`src/rtl/ula_mc_pkg.sv`:
```
// Shared constants for the execute-stage ALU: opcode encodings, flag bit
// positions and the controller state encoding.
package ula_mc_pkg;

    localparam logic [3:0] OP_ADD = 4'h0;
    localparam logic [3:0] OP_SUB = 4'h1;
    localparam logic [3:0] OP_CMP = 4'h2;
    localparam logic [3:0] OP_MUL = 4'h3;
    localparam logic [3:0] OP_DIV = 4'h4;
    localparam logic [3:0] OP_AND = 4'h5;
    localparam logic [3:0] OP_OR  = 4'h6;
    localparam logic [3:0] OP_NOT = 4'h7;

    localparam int FLAG_OVF = 4;
    localparam int FLAG_GT  = 3;
    localparam int FLAG_EQ  = 2;
    localparam int FLAG_LT  = 1;
    localparam int FLAG_DZ  = 0;

    typedef enum logic [1:0] {
        S_IDLE = 2'd0,
        S_BUSY = 2'd1,
        S_DONE = 2'd2
    } state_t;

endpackage

```
`src/rtl/ula_muldiv_iter.sv`:
```
// Iterative unsigned datapath shared by multiply (shift-add) and divide
// (restoring). One iteration per cycle for DATA_WIDTH cycles after start.
module ula_muldiv_iter #(
    parameter int DATA_WIDTH = 16
) (
    input  logic                  clk,
    input  logic                  rst_n,
    input  logic                  start,
    input  logic                  is_div,
    input  logic [DATA_WIDTH-1:0] a_mag,
    input  logic [DATA_WIDTH-1:0] b_mag,
    output logic [DATA_WIDTH-1:0] result,
    output logic [DATA_WIDTH-1:0] hi,
    output logic                  done
);

    localparam int W  = DATA_WIDTH;
    localparam int CW = $clog2(DATA_WIDTH);

    logic          active;
    logic          div_mode;
    logic [CW-1:0] cnt;
    logic [W-1:0]  acc_hi;
    logic [W-1:0]  acc_lo;
    logic [W-1:0]  b_reg;

    logic [W:0]    add_sum;
    logic [W:0]    part;
    logic [W:0]    shifted;
    logic [W-1:0]  sub_res;
    logic          fits;
    logic [W-1:0]  nxt_hi;
    logic [W-1:0]  nxt_lo;

    // acc_hi holds the running product high half or the partial remainder;
    // acc_lo holds the multiplier being shifted out or the quotient shifting in.
    assign add_sum = {1'b0, acc_hi} + {1'b0, b_reg};
    assign part    = acc_lo[0] ? add_sum : {1'b0, acc_hi};
    assign shifted = {acc_hi, acc_lo[W-1]};
    assign sub_res = shifted[W-1:0] - b_reg;
    assign fits    = shifted >= {1'b0, b_reg};

    always_comb begin
        nxt_hi = '0;
        nxt_lo = '0;
        if (div_mode) begin
            nxt_hi = fits ? sub_res : shifted[W-1:0];
            nxt_lo = {acc_lo[W-2:0], fits};
        end else begin
            nxt_hi = part[W:1];
            nxt_lo = {part[0], acc_lo[W-1:1]};
        end
    end

    // Outputs present the post-iteration values so the caller can capture
    // the final result on the same edge as the last iteration.
    assign result = nxt_lo;
    assign hi     = nxt_hi;
    assign done   = active && (cnt == '0);

    always_ff @(posedge clk) begin
        if (!rst_n) begin
            active   <= 1'b0;
            div_mode <= 1'b0;
            cnt      <= '0;
            acc_hi   <= '0;
            acc_lo   <= '0;
            b_reg    <= '0;
        end else if (start) begin
            active   <= 1'b1;
            div_mode <= is_div;
            cnt      <= CW'(DATA_WIDTH - 1);
            acc_hi   <= '0;
            acc_lo   <= a_mag;
            b_reg    <= b_mag;
        end else if (active) begin
            acc_hi <= nxt_hi;
            acc_lo <= nxt_lo;
            if (cnt == '0) begin
                active <= 1'b0;
            end else begin
                cnt <= cnt - CW'(1);
            end
        end
    end

endmodule

```
`src/rtl/ula_mc.sv`:
```
// Multi-cycle execute-stage ALU behind valid/ready handshakes. Single-cycle
// ops finish on the accept edge; signed MUL/DIV run on the shared iterator.
//
//   state  | meaning
//   IDLE   | in_ready high, waiting for an operation
//   BUSY   | MUL/DIV iterating, one step per cycle
//   DONE   | out/rflags valid and held until out_ready
module ula_mc
    import ula_mc_pkg::*;
#(
    parameter int DATA_WIDTH   = 16,
    parameter int OPCODE_WIDTH = 4
) (
    input  logic                    clk,
    input  logic                    rst_n,
    input  logic                    in_valid,
    output logic                    in_ready,
    input  logic [OPCODE_WIDTH-1:0] opcode,
    input  logic [DATA_WIDTH-1:0]   data1,
    input  logic [DATA_WIDTH-1:0]   data2,
    output logic                    out_valid,
    input  logic                    out_ready,
    output logic [DATA_WIDTH-1:0]   out,
    output logic [4:0]              rflags
);

    localparam int W = DATA_WIDTH;

    state_t        state;
    logic          neg_r;
    logic          is_div_r;

    logic [W-1:0]  mag1;
    logic [W-1:0]  mag2;
    logic          is_mul_op;
    logic          is_div_op;
    logic          div_zero;
    logic          needs_iter;
    logic          start;

    logic [W-1:0]  sum;
    logic [W-1:0]  diff;
    logic          add_ovf;
    logic          sub_ovf;
    logic [W-1:0]  sc_out;
    logic [4:0]    sc_flags;

    logic [W-1:0]  it_lo;
    logic [W-1:0]  it_hi;
    logic          it_done;
    logic [2*W-1:0] prod_mag;
    logic [2*W-1:0] prod_s;
    logic [W:0]    prod_top;
    logic [W-1:0]  quo_s;
    logic [W-1:0]  md_out;
    logic [4:0]    md_flags;

    assign in_ready  = (state == S_IDLE);
    assign out_valid = (state == S_DONE);

    assign mag1 = data1[W-1] ? (~data1 + W'(1)) : data1;
    assign mag2 = data2[W-1] ? (~data2 + W'(1)) : data2;

    assign is_mul_op  = (opcode == OPCODE_WIDTH'(OP_MUL));
    assign is_div_op  = (opcode == OPCODE_WIDTH'(OP_DIV));
    assign div_zero   = (data2 == '0);
    assign needs_iter = is_mul_op || (is_div_op && !div_zero);
    assign start      = in_ready && in_valid && needs_iter;

    assign sum     = data1 + data2;
    assign diff    = data1 - data2;
    assign add_ovf = (data1[W-1] == data2[W-1]) && (sum[W-1] != data1[W-1]);
    assign sub_ovf = (data1[W-1] != data2[W-1]) && (diff[W-1] != data1[W-1]);

    always_comb begin
        sc_out   = '0;
        sc_flags = '0;
        case (opcode)
            OPCODE_WIDTH'(OP_ADD): begin
                sc_out             = sum;
                sc_flags[FLAG_OVF] = add_ovf;
            end
            OPCODE_WIDTH'(OP_SUB): begin
                sc_out             = diff;
                sc_flags[FLAG_OVF] = sub_ovf;
            end
            OPCODE_WIDTH'(OP_CMP): begin
                // Ordering comes from the true signed compare, not the
                // (possibly overflowed) difference.
                sc_out             = diff;
                sc_flags[FLAG_OVF] = sub_ovf;
                sc_flags[FLAG_GT]  = $signed(data1) > $signed(data2);
                sc_flags[FLAG_EQ]  = data1 == data2;
                sc_flags[FLAG_LT]  = $signed(data1) < $signed(data2);
            end
            OPCODE_WIDTH'(OP_AND): sc_out = data1 & data2;
            OPCODE_WIDTH'(OP_OR):  sc_out = data1 | data2;
            OPCODE_WIDTH'(OP_NOT): sc_out = (data1 == '0) ? W'(1) : '0;
            OPCODE_WIDTH'(OP_DIV): sc_flags[FLAG_DZ] = 1'b1;
            default: ;
        endcase
    end

    ula_muldiv_iter #(
        .DATA_WIDTH(DATA_WIDTH)
    ) u_iter (
        .clk    (clk),
        .rst_n  (rst_n),
        .start  (start),
        .is_div (is_div_op),
        .a_mag  (mag1),
        .b_mag  (mag2),
        .result (it_lo),
        .hi     (it_hi),
        .done   (it_done)
    );

    assign prod_mag = {it_hi, it_lo};
    assign prod_s   = neg_r ? (~prod_mag + (2*W)'(1)) : prod_mag;
    assign prod_top = prod_s[2*W-1:W-1];
    assign quo_s    = neg_r ? (~it_lo + W'(1)) : it_lo;

    // A positive quotient of magnitude 2^(W-1) only arises from MIN / -1.
    always_comb begin
        md_flags = '0;
        if (is_div_r) begin
            md_out             = quo_s;
            md_flags[FLAG_OVF] = !neg_r && it_lo[W-1];
        end else begin
            md_out             = prod_s[W-1:0];
            md_flags[FLAG_OVF] = !((&prod_top) || (prod_top == '0));
        end
    end

    always_ff @(posedge clk) begin
        if (!rst_n) begin
            state    <= S_IDLE;
            out      <= '0;
            rflags   <= '0;
            neg_r    <= 1'b0;
            is_div_r <= 1'b0;
        end else begin
            case (state)
                S_IDLE: begin
                    if (in_valid) begin
                        if (needs_iter) begin
                            state    <= S_BUSY;
                            neg_r    <= data1[W-1] ^ data2[W-1];
                            is_div_r <= is_div_op;
                        end else begin
                            state  <= S_DONE;
                            out    <= sc_out;
                            rflags <= sc_flags;
                        end
                    end
                end
                S_BUSY: begin
                    if (it_done) begin
                        state  <= S_DONE;
                        out    <= md_out;
                        rflags <= md_flags;
                    end
                end
                S_DONE: begin
                    if (out_ready) begin
                        state <= S_IDLE;
                    end
                end
                default: state <= S_IDLE;
            endcase
        end
    end

endmodule

```
`config.mk`:
```
export PLATFORM = sky130hd
export DESIGN_NAME = ula_mc
export DESIGN_NICKNAME = d
export VERILOG_FILES = /design/src/rtl/ula_mc_pkg.sv /design/src/rtl/ula_muldiv_iter.sv /design/src/rtl/ula_mc.sv
export SDC_FILE = /design/constraint.sdc
export NUM_CORES = 1
export LEC_CHECK = 0
export CELL_PAD_IN_SITES_DETAIL_PLACEMENT = 1
export CELL_PAD_IN_SITES_GLOBAL_PLACEMENT = 2
export CORE_ASPECT_RATIO = 0.8
export CORE_MARGIN = 3
export CORE_UTILIZATION = 39
export CTS_CLUSTER_SIZE = 24
export DETAILED_ROUTE_END_ITERATION = 8
export DONT_BUFFER_PORTS = 1
export PLACE_DENSITY_LB_ADDON = 0.15
export SLEW_MARGIN = 15
export SYNTH_ARGS = -nofsm -noshare
export SYNTH_HDL_FRONTEND = slang
export SYNTH_HIERARCHICAL = 1
export SYNTH_SLANG_ARGS = --single-unit
```
`constraint.sdc`:
```
create_clock -name clk -period 5.7 [get_ports clk]
set_input_delay 1.71 -clock clk [delete_from_list [all_inputs] [get_ports clk]]
set_output_delay 1.71 -clock clk [all_outputs]
set_load 0.01 [all_outputs]
```
# Word-level counts from Yosys, hierarchy flattened
# Index checks and enable logic that the tools add are counted.
# op_classes
mux	36
n_bitwise	8
eq_ne	19
n_mul	0
div_mod_pow	0
n_reduce_logical	27
n_shift	0
n_addsub	9
n_lt_le_gt_ge	3
# op_table
op	n
16-bit 2-to-1 mux	12
16-bit one-hot mux with 5 select lines	1
16-bit by 1-bit adder with 16-bit output (second input constant)	3
16-bit inverter	3
32-bit by 1-bit adder with 32-bit output (second input constant)	1
16-bit logical NOT	2
32-bit 2-to-1 mux	1
32-bit inverter	1
16-bit one-hot mux with 2 select lines	1
16-bit subtractor	2
16-bit by 16-bit adder with 17-bit output	1
17-bit by 16-bit >= comparator with 1-bit output	1
17-bit logical NOT	1
17-bit 2-to-1 mux	1
17-bit AND reduction	1
16-bit adder	1
16-bit AND	1
16-bit == test	1
4-bit by 3-bit == test with 1-bit output (second input constant)	4
16-bit > comparator	1
16-bit < comparator	1
16-bit bitwise OR	1
5-bit 2-to-1 mux	3
4-bit 2-to-1 mux	3
other kinds (27)	54
# word_totals
mem_bits_ro	0
ramBits	0
output_inout_bits	23
regBits	79
latchBits	0
mem_count	0

# Longest topological paths before layout
# depth
ltp_word	12
mapped_depth	21
mapped_depth_nobuf	19

# By module
# The synthesis kept the hierarchy.
# modules_own_cells
module	seq_area_each_um2	cells_per_inst	n_inst	area_each_um2
ula_mc	500.5	699	1	4957.3
ula_muldiv_iter	1081.0	559	1	4372.9

# Worst setup path after synthesis
# Ideal clock, no wire load.
# synth_timing
path_kind	input port to flip-flop
start	input port data1[0]
end	register out[10]
setup_slack_ns	1.209
setup_ns	0.122
required_time_ns	5.578
n_path_buf	0
cell_stages	10
arrival_ns	4.369
cell_sequence	ha_1 -> fa_1 -> a21o_1 -> a21o_1 -> a2111o_1 -> a311oi_1 -> nor3_1 -> or4b_2 -> o21ai_0 -> a21oi_1
# synth_between
elab_chain_len	5
elab_cells_between_ends	6
classes_between	add/sub (2); mux (4)
# synth_lines
item	line_no	source
from (decl)	ula_mc.sv:19	input logic [DATA_WIDTH-1:0] data1,
16-bit subtractor or 16-bit adder (tied branches)	ula_mc.sv:71, ula_mc.sv:70	
16-bit one-hot mux with 5 select lines (*)	ula_mc.sv:78	case (opcode)
16-bit 2-to-1 mux (*)	ula_mc.sv:146	if (needs_iter) begin
16-bit 2-to-1 mux (*)	ula_mc.sv:145	if (in_valid) begin
16-bit one-hot mux with 2 select lines (*)	ula_mc.sv:143	case (state)
to (signal assigned)	ula_mc.sv:152	out <= sc_out;
to (signal assigned)	ula_mc.sv:160	out <= md_out;
to (decl)	ula_mc.sv:23	output logic [DATA_WIDTH-1:0] out,
# Every way passes the cells marked *; elsewhere a longest branch is shown, timed or not. The select of a mux whose other input is x is not followed.
# A chain may end at the register's enable or synchronous reset.

# Final worst setup path
# layout_timing
start	register u_iter.acc_hi[6]
end	register rflags[4]
# layout_between
elab_chain_len	12
elab_cells_between_ends	17
classes_between	add/sub (3); order compare (1); mux (8); bitwise (1); reduce/logical (4)
# layout_lines
item	line_no	source
from (decl)	ula_muldiv_iter.sv:23	logic [W-1:0] acc_hi;
from (signal assigned)	ula_muldiv_iter.sv:77	acc_hi <= nxt_hi;
16-bit by 16-bit adder with 17-bit output or 17-bit by 16-bit >= comparator with 1-bit output (tied branches)	ula_muldiv_iter.sv:37, ula_muldiv_iter.sv:41	
17-bit 2-to-1 mux or 16-bit 2-to-1 mux (tied branches)	ula_muldiv_iter.sv:38, ula_muldiv_iter.sv:47	
16-bit 2-to-1 mux (*)	ula_muldiv_iter.sv:46	if (div_mode) begin
via it_hi[6]	ula_mc.sv:49	logic [W-1:0] it_hi;
32-bit inverter	ula_mc.sv:119	assign prod_s = neg_r ? (~prod_mag + (2*W)'(1)) : prod_mag;
32-bit by 1-bit adder with 32-bit output	ula_mc.sv:119	
32-bit 2-to-1 mux (*)	ula_mc.sv:119	
17-bit AND reduction or 17-bit logical NOT (tied branches)	ula_mc.sv:131	md_flags[FLAG_OVF] = !((&prod_top) || (prod_top == '0));
1-bit logical OR (*)	ula_mc.sv:131	
1-bit logical NOT (*)	ula_mc.sv:131	
1-bit 2-to-1 mux (*)	ula_mc.sv:126	if (is_div_r) begin
5-bit 2-to-1 mux (*)	ula_mc.sv:158	if (it_done) begin
5-bit one-hot mux with 2 select lines (*)	ula_mc.sv:143	
to (signal assigned)	ula_mc.sv:153	rflags <= sc_flags;
to (signal assigned)	ula_mc.sv:161	rflags <= md_flags;
to (decl)	ula_mc.sv:24	output logic [4:0] rflags
# Mark *: on every way through the listed nets, which the timed path passes. The rest lies on a longest branch. The select of a mux whose other input is x is not followed.

==> out/metrics.yaml <==
worst_setup_path:
  critPathCaptureType: "flip-flop"
  required_ns: 5.95
  cp_data_arrival_time_ns: 5.62
  worst-path-max-fanout: 13
  cp-start-kind: "flip-flop"
  criticalPathCategory: "reg2reg"
timing:
  fin_clk_skew_ns: 0.0107
  finalCriticalPeriod_ns: 5.37
  rsz0062_at_grt: "no"
  final-setup-viol-count: 0
  final-hold-violation-count: 0
  slew_violations: 0
  worst_slew_margin_rel: 0.224
  fmax_mhz: 186
  setup-tns-final_ns: 0
  layout_worst_path_cycle_share: 0.941
  fin_worst_hold_slack_ns: 0.538
  tightest_slew_ns: 1.16
global_route:
  grt_use_total: 0.284
  antenna_found_initial: 0
  first_global_vias: 8945
  first_pass_grt_wire_length_um: 55600
  maximum_number_of_pins_on_one_net_before_global_route_repair: 39
  grt-ovfl-total: 0
logic_synthesis:
  netlist.top_cell.by_area: "dfxtp_1"
  synth_fp_nets: 1389
  ys_ff_latch: 79
  synth_largest_type_area_fraction: 0.170
  synth-async-reset-ratio: 0
  gate_count_post_synth: 1258
  number_of_enable_flip_flop_cells_after_synthesis: 0
  synth_top_flop_cell: "dfxtp_1"
  ys_seq_area_frac: 0.170
  synth.distinct_cells: 91
  netlist_area_mm2: 0.00933
  syn_avg_cell_area_um2: 7.42
  synth.top_cells.by_area: "dfxtp_1 17%, ha_1 12%, nor2_1 5.9%"
  yosysWarnings: 6
clock_tree:
  tritoncts: "done"
  numCtsBuffers: 9
  cts.htree.levels: 3
  root_buffer: "clkbuf_16"
  cts.reportedPaths.clkPinSlew_ns: 0.07
  cts_hold_repair.buffers: 0
  clkSinkCount: 79
  cts_post_setup_buffers_inserted: 0
  clock_insertion_delay_worst_skew_ns: 0.37
  cts_resized: 0
  clockBufferDepth: 2
power:
  p_per_area_mw_per_mm2: 186
  power.share.combinational: 0.338
  power.clock.fraction: 0.339
  p_int_mw: 1.15
  max-vdd-ir-drop_mv: 0.155
  p_sw_frac: 0.380
  p_seq_frac: 0.323
  total_leakage_power_nw: 4.09
  net-switching-power_mw: 0.703
route:
  number_of_remaining_drc_errors: 0
  vias_per_cell: 6.22
  first_pass_iters: 5
  detail-route-antenna-nets: 0
  route.detailed.wl_per_inst_um: 23.9
  wirelength_um: 36800
  drt_iter0_markers: 798
  dr_total_vias: 9589
place:
  placed_cell_count: 1525
  port_buffers: 0
  gp_congestion: 0.908
  post-dp-hpwl_um: 29200
  detailed_place.area_mm2: 0.00967
status:
  status: "finished clean"
finish:
  layout-area-overhead-vs-synth_pct: 6.84
  finalNetCount: 1361
  mostFrequentLayoutCells: "146 x nor2_1, 102 x nand2_1, 87 x ha_1"
  layout.cell_area.non_filler_mm2: 0.00997
  n_antenna_cell: 0
  finalCoreUtilization: 0.434
  final_common_cell: "nor2_1"
  layoutNonFillerInstCount: 1541
  final_layout_size_suffix_gt1_frac: 0.0834
floorplanning:
  std_cell_rows: 49
  core_area_mm2: 0.0230
  top_level_ports: 63
  initial_utilization: 0.406
  chipHeight_um: 144
  design.die.area_mm2: 0.0258
  die_w_um: 179
worst_hold_path:
  hold_path.class: "reg2reg"
flow_run:
  drv.max_cap_violation_count: 0
-- final timing paths --
check | start | slack (ns) | to | cells past startpoint
worst min-delay path | u_iter/b_reg[4] | 0.54 | u_iter/b_reg[4] | 2
worst max register to register | u_iter/acc_hi[6] | 0.33 | rflags[4] | 17
worst max-delay path | u_iter/acc_hi[6] | 0.33 | rflags[4] | 17
worst min register to register | u_iter/b_reg[4] | 0.54 | u_iter/b_reg[4] | 2
-- per-layer routing --
metal / routed length, um / global-route usage / part of all wire / up-vias
met3: 3540 / 0.0879 / 0.096 / 22
met4: 315 / 0.0492 / 0.0086 / 0
li1: - / - / - / 4545
met2: 14400 / 0.380 / 0.39 / 293
met1: 18600 / 0.441 / 0.50 / 4729
met5: 0 / 0 / 0 / -
-- kinds of logic after synthesis --
logic type      Yosys count  share of synthesized area
fa+ha+maj                91                      0.125
flops                    79                      0.170
xor+xnor                 78                     0.0732
buf+inv                 144                     0.0609
mux                      45                     0.0500
compound gates          375                      0.286
simple gates            446                      0.235
-- per-stage QoR --
step                worst slack, ns  total power, mW
floorplan                      1.21             1.06
global placement              0.650             1.21
detailed placement            0.621             1.22
CTS                           0.611             1.86
global route                 0.0599             1.95
finish                        0.334             1.85
-- cell usage after synthesis, drive strengths merged, types with 11 or more instances --
library cell,number
nor2,147
nand2,103
ha,87
a21oi,85
dfxtp,79
inv,75
o21ai,66
xnor2,59
clkbuf,54
mux2i,32
nor3,29
a211oi,25
a31oi,24
or3,24
nand3,22
o31ai,22
a21o,20
xor2,19
nor2b,18
nor4,16
buf,13
mux2,13
o41ai,13
and3,12
o221ai,12
nand4,11
-- area by class of cell --
type / count / area (um2)
Fill cell: 2933 / 13000
Multi-Input combinational cell: 1035 / 7200
Sequential cell: 79 / 1580
Tap cell: 306 / 383
Inverter: 77 / 289
Clock buffer: 9 / 225
Timing Repair Buffer: 28 / 210
Clock inverter: 7 / 77.6
-- critical path, cell delays in order (launching register included) --
cell     delay, ns
dfxtp_1       0.44
ha_1          0.33
o21ai_1       0.25
o21ai_1       0.09
and3b_4       0.21
o41ai_2       0.63
nand2_2       0.36
nand2_1       0.13
a31oi_1       0.29
nor4_1        0.93
nand2_1       0.26
o41ai_1       0.44
xor2_1        0.14
or2b_1        0.24
nor3_1        0.23
nand4_1       0.12
nand4_1       0.11
o21ai_1       0.06
-- power groups by stage --
stage	Combinational (mW)	Sequential, mW	Clock [mW]
floorplan	0.461	0.603	0
global placement	0.605	0.610	0
detailed placement	0.612	0.611	0
CTS	0.615	0.598	0.643
global route	0.683	0.601	0.665
finish	0.626	0.598	0.627
(Power assumes the default switching activity.)
==> variant 1, RTL diff (same settings) <==
`DATA_WIDTH` is set to 16 in 2 places; all go to 8.
--- a/src/rtl/ula_muldiv_iter.sv
+++ b/src/rtl/ula_muldiv_iter.sv
@@ -3,3 +3,3 @@
 module ula_muldiv_iter #(
-    parameter int DATA_WIDTH = 16
+    parameter int DATA_WIDTH = 8
 ) (
--- a/src/rtl/ula_mc.sv
+++ b/src/rtl/ula_mc.sv
@@ -10,3 +10,3 @@
 #(
-    parameter int DATA_WIDTH   = 16,
+    parameter int DATA_WIDTH   = 8,
     parameter int OPCODE_WIDTH = 4
Ports: changed (resized data1, data2 and out); port bits go from 63 to 39. No check against the original RTL was run, so the function may have changed too.
==> variant 1 against the unedited design <==
Utilization shrank 0.90 points. Non-clock buffer count decreased by 26. Combinational power decreased by 59%. Clock skew is 4.6 ps lower. Critical path type unchanged. Setup slack gained 1100 ps. Area after synthesis is 47% lower. Sequential cell count down 33. Final area fell by 47%. Final cell count is 48% lower. Total power shrank 51%. Critical path depth fell by 5. Routed wire length shrank 55%.
==> variant 1: results (changes against the unedited design) <==
[global_route]
grt_use_total=0.2365  ; was 0.2840
grt_pass1_wl_um=26940  ; was 55,620 um
grt_max_degree=33  ; was 39
grt_pass1_vias=4733  ; was 8,945
grt_overflow=0  ; unchanged
antenna_found_initial=0  ; unchanged

[cts]
cts_resized=0  ; unchanged
cts_max_level=2  ; was 3
numCtsBuffers=5  ; was 9
cts-root-buf=clkbuf_16  ; unchanged
clock_latency_ps=300  ; was 370 ps
clockBufferDepth=2  ; unchanged
clkSlewWorstSetupHoldPaths_ps=70  ; about the same
postCtsSetupBuffers=0  ; unchanged

[final_layout]
num-nets-final=708  ; was 1,361
stdcell_count=806  ; was 1,541
drive_gt1_frac=0.05669  ; was 0.08340
n_antenna_cell=0  ; unchanged

[min_path]
hold_class=flip-flop to flip-flop  ; unchanged
hold_path_depth=2  ; unchanged
min_from=rflags[2]$_SDFFE_PN0P_  ; was u_iter/b_reg[4]$_SDFFE_PN0P_
holdPathEnd=rflags[2]$_SDFFE_PN0P_  ; was u_iter/b_reg[4]$_SDFFE_PN0P_

[placement]
pre_cts_ws_ps=1331  ; was 621.3 ps
placed_cell_area_sq_um=5091  ; was 9666 sq um
dp.cells=798  ; was 1,525
hpwlAfterDp_um=13230  ; was 29,200 um
routabilityCongestion=0.9131  ; was 0.9077
port_buffers=0  ; unchanged

[worst_setup_path]
cp_max_fo=12  ; was 13
reg2regPathDepth=12  ; was 17
reg2reg_from=u_iter/acc_hi[6]$_SDFFE_PP0P_  ; unchanged
ff2ff_setup_slack_ps=1430  ; was 330 ps
critPathKind=flip-flop to flip-flop  ; unchanged
worstReg2RegEnd=rflags[4]$_SDFFE_PN0P_  ; unchanged
critical_path_arrival_ps=4440  ; was 5620 ps

[drt]
wirelength_um=16640  ; was 36,830 um
vias_per_cell=5.968  ; was 6.223
dr.pass1.iters=5  ; unchanged
ant_nets=0  ; unchanged
drt_iter0_drc=387  ; was 798

[power]
p_leak_nw=2.072  ; was 4.090 nW
peakVddDrop_uv=114.5  ; was 155.4 uV

[logic_synthesis]
synth_edf_count=0  ; unchanged
ys_warn_count=6  ; unchanged
synthFlopType=dfxtp_1  ; unchanged
syn_nets=726  ; was 1,389
ys_top_cells_by_count=nor2_1, inv_1, nand2_1  ; was nor2_1, nand2_1, ha_1
avgSynthCellArea_sq_um=7.638  ; was 7.417 sq um
synthArstFlopShare=0  ; unchanged
ys_seq_area_frac=0.1849  ; was 0.1695
yosys.cell_types.count=70  ; was 91
synthTopCellsByArea=dfxtp_1, ha_1, nor2_1, mux2i_1, a21oi_1  ; was dfxtp_1, ha_1, nor2_1, xnor2_1, a21oi_1

[run]
cap_violations=0  ; unchanged

[run_status]
outcome=completed  ; unchanged

[timing]
post-route-min-period_ps=4268  ; was 5366 ps
whs_ps=506.0  ; was 537.6 ps
skew_ps=6.083  ; was 10.72 ps
slew_headroom=0.3199  ; was 0.2240

-- variant 1: changes by cell type after synthesis, moves of 14 or more --
cell and delta:
nor3_1 -19, inv_1 -24, xor2_1 -14, nor2_1 -84, a31oi_1 -16, dfxtp_1 -33
xnor2_1 -37, o21ai_0 -23, nand2_1 -55, ha_1 -41, clkbuf_1 -30, a21oi_1 -41
-- variant 1: final cells by class --
class,instances,area (sq um)
clock inverter,3,23.77
sequential,46,920.9
inverter,51,191.4
clock buffer,5,125.1
multi-input combinational,528,3750
fill,1563,7102
timing repair buffer,2,15.01
tap,171,214.0
-- variant 1: worst max-delay path, cell delays in order, from the launching register on --
cell,delay (ps)
dfxtp_1,390
ha_1,420
and4b_1,260
nand3_1,130
o21ai_2,530
mux2i_1,310
a21oi_1,210
or4_4,610
or4_4,460
mux2_4,210
a32oi_1,100
nor4_1,420
o31ai_2,80
-- variant 1: power breakdown --
part	internal (mW)	total, mW	switching [mW]
clock	0.165	0.309	0.145
combinational	0.102	0.258	0.156
sequential	0.332	0.348	0.0151
total	0.599	0.914	0.315
-- variant 1: cell families after synthesis --
group	share of synthesized area
AO/OA/AOI/OAI	0.2691
XOR/XNOR	0.04749
adder cells (fa/ha/maj)	0.1317
buffers and inverters	0.06332
flip-flops	0.1849
multiplexers	0.07286
AND/OR/NAND/NOR	0.2307
-- variant 1: per-layer routing --
metal / up-vias / routed length (um) / track usage
li1: 2349 / - / -
met1: 2348 / 9164 / 0.3755
met2: 101 / 6536 / 0.3299
met3: 12 / 825 / 0.04456
met4: 0 / 110 / 0.03783
met5: - / 0 / 0
==> variant 2, RTL diff (same settings) <==
Without the edit above. Re-encode `state_t` (3 states) as one-hot, 3 bits wide.
--- a/src/rtl/ula_mc_pkg.sv
+++ b/src/rtl/ula_mc_pkg.sv
@@ -19,6 +19,6 @@
 
-    typedef enum logic [1:0] {
-        S_IDLE = 2'd0,
-        S_BUSY = 2'd1,
-        S_DONE = 2'd2
+    typedef enum logic [2:0] {
+        S_IDLE = 3'b001,
+        S_BUSY = 3'b010,
+        S_DONE = 3'b100
     } state_t;
Check against the original RTL: same outputs for any inputs over 4 cycles, from zero or initial values and one cycle with rst_n low; so few cycles prove little.
==> variant 2 against the unedited design <==
Clock power is 2% higher. Synthesized cell count grew 0.87%. Final area increased by 1.1%. Total power up 1.8%. Hold slack got worse by 24 ps. Sequential cell count rose by 1. Count of clock-buffer cells in the layout unchanged. Via count increased by 0.47%. Utilization down 0.75 points. Non-clock buffer count down 4. Routed wire length is 0.68% lower. Area after synthesis rose by 1.4%. Setup slack gained 110 ps. Largest power group is now combinational logic.
==> variant 2: results (changes against the unedited design) <==
[power]
peakVddDrop_uv=162.0  ; was 155.4 uV

[logic_synthesis]
ys_top_cells_by_count=nor2_1, nand2_1, a21oi_1  ; was nor2_1, nand2_1, ha_1
synth_mux_area_frac=0.04933  ; was 0.05002
synth_compound_area_frac=0.2913  ; was 0.2859
ys_seq_area_frac=0.1693  ; was 0.1695
synthAdderAreaFrac=0.1235  ; was 0.1253
yosys.cell_types.count=101  ; was 91
syn_inst=1269  ; was 1,258
syn_nets=1400  ; was 1,389
synthXorXnorAreaFrac=0.06943  ; was 0.07322

[final_layout]
seqCellArea_sq_um=1603  ; was 1583 sq um
nFillCells=2996  ; was 2,933
drive_gt1_frac=0.08601  ; was 0.08340

[global_route]
grt_pass1_vias=9345  ; was 8,945
grt_max_degree=51  ; was 39
grt_pass1_wl_um=56690  ; was 55,620 um

[drt]
wl_met1_um=18830  ; was 18,570 um
wire_per_inst_um=23.51  ; was 23.90 um
vias_per_cell=6.192  ; was 6.223
drt_iter0_drc=800  ; was 798
vias=9634  ; was 9,589
met3WireLength_um=2608  ; was 3538 um

[placement]
dp.cells=1540  ; was 1,525
routabilityCongestion=0.8886  ; was 0.9077
hpwlAfterDp_um=28440  ; was 29,200 um

[worst_setup_path]
crit_path_max_incr_delay_ps=490  ; was 930 ps
critical_path_arrival_ps=5500  ; was 5620 ps

[timing]
max_slew.worst_pin.slew_ps=1036  ; was 1155 ps
skew_ps=12.99  ; was 10.72 ps

[run_status]
outcome=completed  ; unchanged

variant 2: kinds of logic after synthesis:
group                      Yosys count
and+or+nand+nor                    446
AOI/OAI and AO/OA                  383
buffers and inverters              149
adders and majority gates           91
DFF                                 80
xor gates and xnor gates            75
muxes                               45
variant 2: path summary, 6_finish.rpt:
check	from	endpoint	slack (ps)	depth (start not counted)
worst max register to register	u_iter/b_reg[7]$_SDFFE_PN0P_	rflags[4]$_SDFFE_PN0P_	440	20
worst min register to register	rflags[0]$_SDFFE_PN0P_	rflags[0]$_SDFFE_PN0P_	510	2
worst min-delay path	rflags[0]$_SDFFE_PN0P_	rflags[0]$_SDFFE_PN0P_	510	2
worst max-delay path	u_iter/b_reg[7]$_SDFFE_PN0P_	rflags[4]$_SDFFE_PN0P_	440	20
variant 2: layer usage:
| metal | track usage | vias up |
|---|---|---|
| met1 | 0.4153 | 4804 |
| li1 | - | 4571 |
| met5 | 0 | - |
| met3 | 0.06867 | 15 |
| met4 | 0.04066 | 0 |
| met2 | 0.3883 | 244 |
variant 2: worst min-delay path: cells and delay by family (launching register included):
| family | cells | cell delay (ps) |
|---|---|---|
| AOI/OAI and AO/OA | 1 | 50 |
| DFF | 1 | 350 |
| and+or+nand+nor | 1 | 70 |
variant 2: power by group:
| group | internal [mW] | switching [mW] |
|---|---|---|
| Sequential | 0.582 | 0.0264 |
| Combinational | 0.231 | 0.406 |
| Clock | 0.351 | 0.286 |
variant 2: layout make-up:
type	count	share of cell area
clock buffer	9	0.02235
clock inverter	7	0.008693
inverter	84	0.03130
multi-input combinational	1040	0.7219
sequential	80	0.1591
tap	312	0.03875
timing repair buffer	24	0.01788
